### config.mk
export PLATFORM = sky130hd
export DESIGN_NAME = uart_cmd_master_flat
export DESIGN_NICKNAME = d
export VERILOG_FILES = /design/src/rtl/uart_cmd_master_if.sv /design/src/rtl/uart_cmd_master.sv /design/src/flat_wrapper.sv
export SDC_FILE = /design/constraint.sdc
export NUM_CORES = 1
export LEC_CHECK = 0
export CAP_MARGIN = 20
export CELL_PAD_IN_SITES_DETAIL_PLACEMENT = 0
export CELL_PAD_IN_SITES_GLOBAL_PLACEMENT = 1
export CORE_ASPECT_RATIO = 1.75
export CORE_UTILIZATION = 40
export CTS_BUF_LIST = sky130_fd_sc_hd__clkbuf_16
export CTS_CLUSTER_DIAMETER = 120
export DETAILED_ROUTE_END_ITERATION = 10
export GPL_TIMING_DRIVEN = 0
export PLACE_DENSITY = 0.88
export REMOVE_ABC_BUFFERS = 1
export SYNTH_ARGS = -nofsm -noshare
export SYNTH_HDL_FRONTEND = slang
export SYNTH_SLANG_ARGS = --single-unit
### constraint.sdc
create_clock -name CLK -period 4.2 [get_ports CLK]
set_input_delay 0.84 -clock CLK [delete_from_list [all_inputs] [get_ports CLK]]
set_output_delay 0.84 -clock CLK [all_outputs]
set_load 0.03 [all_outputs]
### src/rtl/uart_cmd_master_if.sv
// UART command master link bundle: transmit handshake toward the byte
// transmitter and the byte-valid strobe from the receiver.
//
// Signals:
//   Tx_DV_out   - one-cycle pulse presenting Tx_Byte_out
//   Tx_Byte_out - byte to transmit, held until Tx_Done_in
//   Tx_Done_in  - transmitter byte-complete pulse
//   Rx_DV_in    - receiver byte-valid pulse
//   Rx_Byte_in  - received byte, valid while Rx_DV_in is high
//
// Modports:
//   master - the command initiator (drives Tx_DV_out / Tx_Byte_out)
//   slave  - the transmitter/receiver side
interface uart_cmd_master_if;

    logic       Tx_DV_out;
    logic [7:0] Tx_Byte_out;
    logic       Tx_Done_in;
    logic       Rx_DV_in;
    logic [7:0] Rx_Byte_in;

    modport master (
        output Tx_DV_out,
        output Tx_Byte_out,
        input  Tx_Done_in,
        input  Rx_DV_in,
        input  Rx_Byte_in
    );

    modport slave (
        input  Tx_DV_out,
        input  Tx_Byte_out,
        output Tx_Done_in,
        output Rx_DV_in,
        output Rx_Byte_in
    );

endinterface

### src/rtl/uart_cmd_master.sv
// Host-side UART command initiator: frames (HEADER, A, B, A^B), sends the
// four bytes through the Tx handshake, then waits for one result byte.
//
// Ports:
//   CLK, RST     - clock, synchronous active-high reset
//   Start_in     - issue one command (sampled only while idle)
//   A_in, B_in   - operands, latched when Start_in is accepted
//   Busy_out     - high while a command is in flight
//   Done_out     - one-cycle pulse when a response is captured
//   Result_out   - last captured response byte
//   Timeout_out  - one-cycle pulse when the response wait expires
//   bus          - transmit/receive handshake (uart_cmd_master_if.master)
module uart_cmd_master #(
    parameter logic [7:0] HEADER         = 8'hA5,
    parameter int          TIMEOUT_CYCLES = 100000,
    parameter int          CNT_W          = 17
) (
    input  logic                  CLK,
    input  logic                  RST,
    input  logic                  Start_in,
    input  logic [7:0]            A_in,
    input  logic [7:0]            B_in,
    output logic                  Busy_out,
    output logic                  Done_out,
    output logic [7:0]            Result_out,
    output logic                  Timeout_out,
    uart_cmd_master_if.master     bus
);

    typedef enum logic [1:0] {
        IDLE,
        SEND,
        WAIT_TX,
        WAIT_RESP
    } state_t;

    localparam logic [CNT_W-1:0] CNT_LAST = CNT_W'(TIMEOUT_CYCLES - 1);
    localparam logic [CNT_W-1:0] CNT_ONE  = CNT_W'(1);

    state_t           state;
    state_t           state_nx;
    logic [1:0]       idx;
    logic [1:0]       idx_nx;
    logic [7:0]       op_a;
    logic [7:0]       op_a_nx;
    logic [7:0]       op_b;
    logic [7:0]       op_b_nx;
    logic [7:0]       tx_byte;
    logic [7:0]       tx_byte_nx;
    logic [7:0]       result;
    logic [7:0]       result_nx;
    logic             done;
    logic             done_nx;
    logic             tmo;
    logic             tmo_nx;
    logic [CNT_W-1:0] cnt;
    logic [CNT_W-1:0] cnt_nx;

    // Frame byte selected by the byte index.
    function automatic logic [7:0] frame_byte(
        input logic [1:0] i,
        input logic [7:0] a,
        input logic [7:0] b
    );
        logic [7:0] r;
        case (i)
            2'd0:    r = HEADER;
            2'd1:    r = a;
            2'd2:    r = b;
            default: r = a ^ b;
        endcase
        return r;
    endfunction

    // State and datapath registers.
    always_ff @(posedge CLK) begin
        if (RST) begin
            state   <= IDLE;
            idx     <= 2'd0;
            op_a    <= 8'h00;
            op_b    <= 8'h00;
            tx_byte <= 8'h00;
            result  <= 8'h00;
            done    <= 1'b0;
            tmo     <= 1'b0;
            cnt     <= '0;
        end else begin
            state   <= state_nx;
            idx     <= idx_nx;
            op_a    <= op_a_nx;
            op_b    <= op_b_nx;
            tx_byte <= tx_byte_nx;
            result  <= result_nx;
            done    <= done_nx;
            tmo     <= tmo_nx;
            cnt     <= cnt_nx;
        end
    end

    // Next-state and datapath updates.
    always_comb begin
        state_nx   = state;
        idx_nx     = idx;
        op_a_nx    = op_a;
        op_b_nx    = op_b;
        tx_byte_nx = tx_byte;
        result_nx  = result;
        done_nx    = 1'b0;
        tmo_nx     = 1'b0;
        cnt_nx     = cnt;

        unique case (state)
            IDLE: begin
                if (Start_in) begin
                    op_a_nx    = A_in;
                    op_b_nx    = B_in;
                    idx_nx     = 2'd0;
                    // Byte is loaded on entry so it is valid with DV.
                    tx_byte_nx = HEADER;
                    state_nx   = SEND;
                end
            end

            SEND: begin
                state_nx = WAIT_TX;
            end

            WAIT_TX: begin
                if (bus.Tx_Done_in) begin
                    if (idx != 2'd3) begin
                        idx_nx     = idx + 2'd1;
                        tx_byte_nx = frame_byte(idx + 2'd1, op_a, op_b);
                        state_nx   = SEND;
                    end else begin
                        cnt_nx   = '0;
                        state_nx = WAIT_RESP;
                    end
                end
            end

            WAIT_RESP: begin
                cnt_nx = cnt + CNT_ONE;
                // A response on the expiry cycle takes priority.
                if (bus.Rx_DV_in) begin
                    result_nx = bus.Rx_Byte_in;
                    done_nx   = 1'b1;
                    state_nx  = IDLE;
                end else if (cnt == CNT_LAST) begin
                    tmo_nx   = 1'b1;
                    state_nx = IDLE;
                end
            end

            default: begin
                state_nx = IDLE;
            end
        endcase
    end

    assign Busy_out        = (state != IDLE);
    assign Done_out        = done;
    assign Timeout_out     = tmo;
    assign Result_out      = result;
    assign bus.Tx_DV_out   = (state == SEND);
    assign bus.Tx_Byte_out = tx_byte;

endmodule
### src/flat_wrapper.sv
// flat-port wrapper written by rule: the top's interface ports become plain ports
module uart_cmd_master_flat 
#(
    parameter logic [7:0] HEADER         = 8'hA5,
    parameter int          TIMEOUT_CYCLES = 100000,
    parameter int          CNT_W          = 17
)
  (CLK, RST, Start_in, A_in, B_in, Busy_out, Done_out, Result_out, Timeout_out, bus_Tx_DV_out, bus_Tx_Byte_out, bus_Tx_Done_in, bus_Rx_DV_in, bus_Rx_Byte_in);
  uart_cmd_master_if bus_i ();
  input  logic CLK;
  input  logic RST;
  input  logic Start_in;
  input  logic [7:0] A_in;
  input  logic [7:0] B_in;
  output logic Busy_out;
  output logic Done_out;
  output logic [7:0] Result_out;
  output logic Timeout_out;
  output wire logic [$bits(bus_i.Tx_DV_out)-1:0] bus_Tx_DV_out;
  output wire logic [$bits(bus_i.Tx_Byte_out)-1:0] bus_Tx_Byte_out;
  input wire logic [$bits(bus_i.Tx_Done_in)-1:0] bus_Tx_Done_in;
  input wire logic [$bits(bus_i.Rx_DV_in)-1:0] bus_Rx_DV_in;
  input wire logic [$bits(bus_i.Rx_Byte_in)-1:0] bus_Rx_Byte_in;
  assign bus_Tx_DV_out = bus_i.Tx_DV_out;
  assign bus_Tx_Byte_out = bus_i.Tx_Byte_out;
  assign bus_i.Tx_Done_in = bus_Tx_Done_in;
  assign bus_i.Rx_DV_in = bus_Rx_DV_in;
  assign bus_i.Rx_Byte_in = bus_Rx_Byte_in;
  uart_cmd_master #(.HEADER(HEADER), .TIMEOUT_CYCLES(TIMEOUT_CYCLES), .CNT_W(CNT_W)) u_core (.CLK(CLK), .RST(RST), .Start_in(Start_in), .A_in(A_in), .B_in(B_in), .Busy_out(Busy_out), .Done_out(Done_out), .Result_out(Result_out), .Timeout_out(Timeout_out), .bus(bus_i));
endmodule
==> flow_summary.ini, run 1 <==
[place]
dp_cells = 424
gp_congestion = 0.8092
dpl_cell_area_mm2 = 0.003047
place.detailed.hpwl_um = 4099
portBuffers = 48

[setup_path]
crit_path_end_kind = output port
critPathKind = flip-flop to output port
path_buf_inv = 2
cp.required_ns = 3.36
worstPathArrival_ns = 1.81
crit_chain = nor2_1 -> inv_1 -> clkdlybuf4s50_1
path_delay_family = buffers and inverters
slowest_delay_ns = 0.67
crit_path_max_fanout = 16
critPathLaunchType = flip-flop
crit_path_top_delay_cell = clkdlybuf4s50_1

[route]
routedWlPerCell_um = 12.98
drtIter0Drc = 83
firstDrtPassIters = 4
remaining_drc_errors = 0
vias_per_cell = 5.240
route.vias.total = 2269
antenna_left = 0
wl_um = 5620

[global_routing]
grt_busiest_layer = met2
grt_max_degree = 23
met1_usage = 0.2067
grt_util_met2 = 0.3180
gr-total-overflow = 0
grt_pass1_wl_um = 9356
antenna_found_initial = 0
first_global_vias = 2169
grt.total_usage = 0.1875
use_met3 = 0.04946

[timing]
period_share = 0.6306
rsz0062_at_grt = no
drv_slew = 0
clock_skew_ns = 0.007327
fin_tns_setup_ns = 0
max_slew_margin = 0.4760
worst_pin_slew_ns = 0.7859
final.min_clock_period_ns = 2.649
whs_ns = 0.4529
hold_viol = 0
fmax_ghz = 0.3776
setup_viol = 0

[power_and_ir_drop]
power.switching_mw = 0.2814
power_frac_clock = 0.428
p_int_mw = 0.9444
powerDensity_mw_per_mm2 = 378.0
seqPwrFrac = 0.458
switching_share = 0.2295
p_leak_nw = 1.137
pwr-share-comb = 0.114
ir_drop_mv = 0.2230

[layout]
final_cell_mix = nand2_1 (61), dfxtp_1 (55), clkdlybuf4s50_1 (48), a21oi_1 (40), o21ai_0 (22)
fin_util = 0.5431
final_area_mm2 = 0.003243
fillCellCount = 554
nets = 388
num_antenna_cells = 0
layout_commonest_cell = nand2_1
drive_gt1_frac = 0.04225
layoutNonFillerInstCount = 433
area_delta_synth_final_pct = 29.28

[cts]
cts_tree = done
root_buffer = clkbuf_16
ctsResizeCount = 0
ctsHtreeMaxLevel = 2
clock_sinks = 55
cts-buffers-inserted = 5
cts_setup_buffers = 0
clkLatencyLatePin_ns = 0.29
ctsHoldBuffers = 0
cts_buffer_depth = 2
clk_pin_slew_worst_paths_ns = 0.06

[yosys]
synth-compound-area-share = 0.1800
synthSimpleGateAreaFrac = 0.2848
netlist_instances = 311
synthMuxAreaShare = 0.003990
yosys_most_used_dff = dfxtp_1
seq_area_frac_synth = 0.4389
yosys_register_bits = 55
syn_area_mm2 = 0.002509
syn-mean-instance-area_um2 = 8.066
yosysWarningCount = 0
synth-xor-area-share = 0.03142
synth_edf_count = 0
ys_types = 42
synth_top_family_by_area = simple AND/OR/NAND/NOR gates
synth_adder_area_share = 0.02494
synthArstFlopShare = 0

[floorplan]
die_w_um = 61.87
rows = 37
die_y_um = 106.8
dieArea_mm2 = 0.006605
start_util = 0.4201
coreArea_mm2 = 0.005972
pin_count = 49

[min_path]
hp-class = flip-flop to flip-flop

[status]
status = complete, no violations

[run]
drv_cap = 0
through the flow:
stage	setup slack (ns)	total power [mW]
6_report	1.551	1.226
5_1_grt	1.414	1.276
4_1_cts	1.455	1.237
3_5_place_dp	1.149	0.7134
3_3_place_gp	0.5912	0.7088
2_1_floorplan	2.076	0.6406
worst register-to-register path, delay by kind of cell, from the launching register on:
family | cells | cell delay [ns]
AOI/OAI and AO/OA | 1 | 0.15
DFF | 1 | 0.61
and+or+nand+nor | 3 | 1.27
synthesized netlist by cell type, types with 2 or more instances:
cell type  number  share of area
nand2_1        61          0.091
nor2_1         20          0.030
nand2b_1        3         0.0075
dfxtp_1        55           0.44
nor3_1          4         0.0080
nor4_1          4          0.010
nand4_1         3         0.0075
inv_1           6         0.0090
ha_1            5          0.025
or3_1           3         0.0075
o21ai_0        22          0.044
xnor2_1         8          0.028
nand3_1         7          0.014
or3_4           2         0.0090
clkbuf_1       12          0.018
a32o_1          3          0.012
o31ai_1         2         0.0060
nor4b_1         2         0.0070
buf_6           2         0.0090
nor2b_1        20          0.050
or4_1           2         0.0060
and4_1          2         0.0070
a21oi_1        40          0.080
a31oi_1         4          0.010
a21o_1          2         0.0060
layer usage:
metal	share of wire	wire, um	up-vias
met1	0.41	2283	1039
met4	0.029	162	0
met3	0.036	202	14
met5	0	0	-
li1	-	-	1164
met2	0.53	2973	52
layout make-up:
| cell class | instances | area [um2] | share of cell area |
|---|---|---|---|
| inverters | 6 | 22.52 | 0.006944 |
| well taps | 78 | 97.59 | 0.03009 |
| clock buffers | 5 | 125.1 | 0.03858 |
| clock inverters | 3 | 63.81 | 0.01968 |
| multi-input cells | 236 | 1318 | 0.4062 |
| repair buffers | 50 | 515.5 | 0.1590 |
| flip-flops and latches | 55 | 1101 | 0.3395 |
cells by family after synthesis:
kind of cell / count (synthesis)
AOI/OAI and AO/OA: 80
xor gates and xnor gates: 9
adders and majority gates: 5
buffers and inverters: 20
DFF: 55
muxes: 1
and+or+nand+nor: 141
flip-flops by register name, indices dropped and copies added (netlist names):
register and flops:
u_core.Done_out 1, u_core.idx 2, u_core.Result_out 8, u_core.Timeout_out 1, u_core.state 2, u_core.op_b 8
u_core.cnt 17, u_core.bus.Tx_Byte_out 8, u_core.op_a 8
power groups by stage:
stage / clock network, mW / logic [mW] / registers [mW]
after detailed placement: 0 / 0.141 / 0.573
final: 0.524 / 0.140 / 0.561
after CTS: 0.534 / 0.142 / 0.561
after floorplan: 0 / 0.0604 / 0.580
after global placement: 0 / 0.137 / 0.572
after global routing: 0.556 / 0.156 / 0.564
path summary, 6_finish.rpt:
kind / slack [ns] / end / from / cells past startpoint
hold / removal: 0.45 / u_core.Result_out[5] / u_core.Result_out[5] / 2
setup reg to reg: 2.10 / u_core.cnt[15] / u_core.state[1] / 4
setup / recovery: 1.55 / Busy_out / u_core.state[1] / 3
hold reg to reg: 0.45 / u_core.Result_out[5] / u_core.Result_out[5] / 2
(Power assumes the default switching activity.)
==> run 2, diff against run 1 <==
--- a/config.mk
+++ b/config.mk
@@ -9,12 +9,12 @@
 export CELL_PAD_IN_SITES_DETAIL_PLACEMENT = 0
 export CELL_PAD_IN_SITES_GLOBAL_PLACEMENT = 1
 export CORE_ASPECT_RATIO = 1.75
-export CORE_UTILIZATION = 40
+export CORE_UTILIZATION = 38
 export CTS_BUF_LIST = sky130_fd_sc_hd__clkbuf_16
 export CTS_CLUSTER_DIAMETER = 120
 export DETAILED_ROUTE_END_ITERATION = 10
 export GPL_TIMING_DRIVEN = 0
-export PLACE_DENSITY = 0.88
+export PLACE_DENSITY = 0.85
 export REMOVE_ABC_BUFFERS = 1
 export SYNTH_ARGS = -nofsm -noshare
 export SYNTH_HDL_FRONTEND = slang
==> constraint.sdc (replaced) <==
create_clock -name CLK -period 2.75 [get_ports CLK]
set_input_delay 0.55 -clock CLK [delete_from_list [all_inputs] [get_ports CLK]]
set_output_delay 0.55 -clock CLK [all_outputs]
set_load 0.03 [all_outputs]
==> run 2 against run 1 <==
Against the previous run: setup slack worse by 1.2 ns; first-iteration DRC count is 20% higher; largest cell class unchanged; sequential share of layout area fell by 0.065 points; non-clock buffer count is the same; highest routed layer unchanged; design area grew 0.19%; clock skew shrank 0.0037 ns; routed wire length up 4.6%; sequential power increased by 53%; via count is 0.48% lower; hold slack better by 0.0032 ns; combinational power increased by 54%; critical endpoint is now bus_Tx_DV_out; critical path depth fell by 1.
==> flow_summary.ini, run 2 (synthesized netlist as in run 1, its figures left out) <==
[cts]
ctsHtreeMaxLevel = 2
clkLatencyLatePin_ns = 0.29
cts_buffer_depth = 2
cts_setup_buffers = 0
cts_tree = done
ctsHoldBuffers = 0
cts-buffers-inserted = 5
root_buffer = clkbuf_16
ctsResizeCount = 0
clk_pin_slew_worst_paths_ns = 0.07
clock_sinks = 55

[power_and_ir_drop]
power.switching_mw = 0.4395
p_leak_nw = 1.131
power_frac_clock = 0.431
seqPwrFrac = 0.454
powerDensity_mw_per_mm2 = 580.0
ir_drop_mv = 0.2914
pwr-share-comb = 0.115
switching_share = 0.2332
p_int_mw = 1.445

[global_routing]
grt_max_degree = 23
grt_pass1_wl_um = 9632
first_global_vias = 2112
gr-total-overflow = 0
grt.total_usage = 0.1779
antenna_found_initial = 0

[layout]
num_antenna_cells = 0
largest_register_ffs = 17
fillCellCount = 643
final_cell_mix = nand2_1 (61), dfxtp_1 (55), clkdlybuf4s50_1 (48), a21oi_1 (40), o21ai_0 (22)
nets = 388
drive_gt1_frac = 0.04507
area_delta_synth_final_pct = 29.53
top_register = u_core.cnt
layout_commonest_cell = nand2_1
layoutNonFillerInstCount = 435
final_area_mm2 = 0.003249

[place]
dp_cells = 426
portBuffers = 48
place.detailed.hpwl_um = 4259
gp_congestion = 0.7916
dpl_cell_area_mm2 = 0.003049

[min_path]
hp-class = flip-flop to flip-flop
whs_path_depth = 2

[route]
routedWlPerCell_um = 13.51
remaining_drc_errors = 0
wl_um = 5877
drtIter0Drc = 100
firstDrtPassIters = 4
vias_per_cell = 5.191
antenna_left = 0
route.vias.total = 2258

[run]
drv_cap = 0

[setup_path]
cp.required_ns = 2.20
critPathLaunchType = flip-flop
worstPathArrival_ns = 1.82
reg2reg_depth = 4
slowest_delay_ns = 0.71
crit_path_max_fanout = 15
crit_chain = nor2b_1 -> clkdlybuf4s50_1
rrSetupSlack_ns = 0.61
crit_path_top_delay_cell = clkdlybuf4s50_1
crit_path_end_kind = output port
critPathKind = flip-flop to output port

[timing]
worst_pin_slew_ns = 0.7815
final.min_clock_period_ns = 2.374
setup_viol = 0
period_share = 0.8631
rsz0062_at_grt = no
drv_slew = 0
clock_skew_ns = 0.003676
hold_viol = 0
fmax_ghz = 0.4213
max_slew_margin = 0.4790

[floorplan]
coreArea_mm2 = 0.006276
start_util = 0.3997
die_w_um = 63.42
dieArea_mm2 = 0.006944
die_y_um = 109.5
pin_count = 49
rows = 38

[status]
status = complete, no violations
==> run 2: cell types whose count changed in the layout (fill, tap and decap cells not counted) <==
| cell | delta |
|---|---|
| clkinvlp_4 | +1 |
| inv_1 | -1 |
==> run 2: worst paths after layout <==
path,start,endpoint
setup / recovery,u_core.state[0],bus_Tx_DV_out
hold / removal,u_core.Result_out[6],u_core.Result_out[6]
setup reg to reg,u_core.state[1],u_core.cnt[15]
hold reg to reg,u_core.Result_out[6],u_core.Result_out[6]
==> run 2: critical path, delay by kind of cell, from the launching register on <==
kind	cells	cell delay [ns]
simple gates	1	0.22
flops	1	0.60
buf+inv	1	0.71
==> run 2: through the flow <==
stage	TNS, ns	utilization	total power, mW	hold slack, ns	worst slack [ns]
2_1_floorplan	0	-	0.9784	0.4402	0.8925
3_3_place_gp	-8.160	0.4815	1.083	0.4417	-0.5524
3_5_place_dp	0	0.4858	1.090	0.4494	0.01452
4_1_cts	0	0.5165	1.905	0.4598	0.3466
5_1_grt	0	0.5177	1.962	0.4708	0.2579
6_report	0	0.5177	1.885	0.4561	0.3765
==> run 2: area by class of cell <==
class	instances	area, um2	share of cell area
Clock inverter	3	67.56	0.02079
Tap cell	80	100.1	0.03080
Timing Repair Buffer	50	515.5	0.1586
Multi-Input combinational cell	236	1318	0.4055
Clock buffer	5	125.1	0.03851
Inverter	6	22.52	0.006931
Sequential cell	55	1101	0.3389
==> run 2: layer usage <==
| metal | vias to the layer above | global-route usage | routed length [um] |
|---|---|---|---|
| li1 | 1168 | - | - |
| met1 | 1041 | 0.1881 | 2392 |
| met2 | 41 | 0.3336 | 3176 |
| met3 | 8 | 0.03423 | 184 |
| met4 | 0 | 0.08117 | 123 |
| met5 | - | 0 | 0 |
==> run 2: power by group through the flow <==
stage                     clock, mW  combinational (mW)  sequential, mW
after global placement            0               0.209           0.874
after CTS                     0.832               0.217           0.856
after global routing          0.862               0.239           0.862
final                         0.812               0.216           0.856
after floorplan                   0              0.0923           0.886
after detailed placement          0               0.216           0.874
==> run 3, diff against run 2 <==
--- a/config.mk
+++ b/config.mk
@@ -16,6 +16,7 @@
 export GPL_TIMING_DRIVEN = 0
 export PLACE_DENSITY = 0.85
 export REMOVE_ABC_BUFFERS = 1
+export SKIP_LAST_GASP = 1
 export SYNTH_ARGS = -nofsm -noshare
 export SYNTH_HDL_FRONTEND = slang
 export SYNTH_SLANG_ARGS = --single-unit
==> results of run 3 <==
Same layout as run 2: the final DEF is identical, and so are final timing and power.
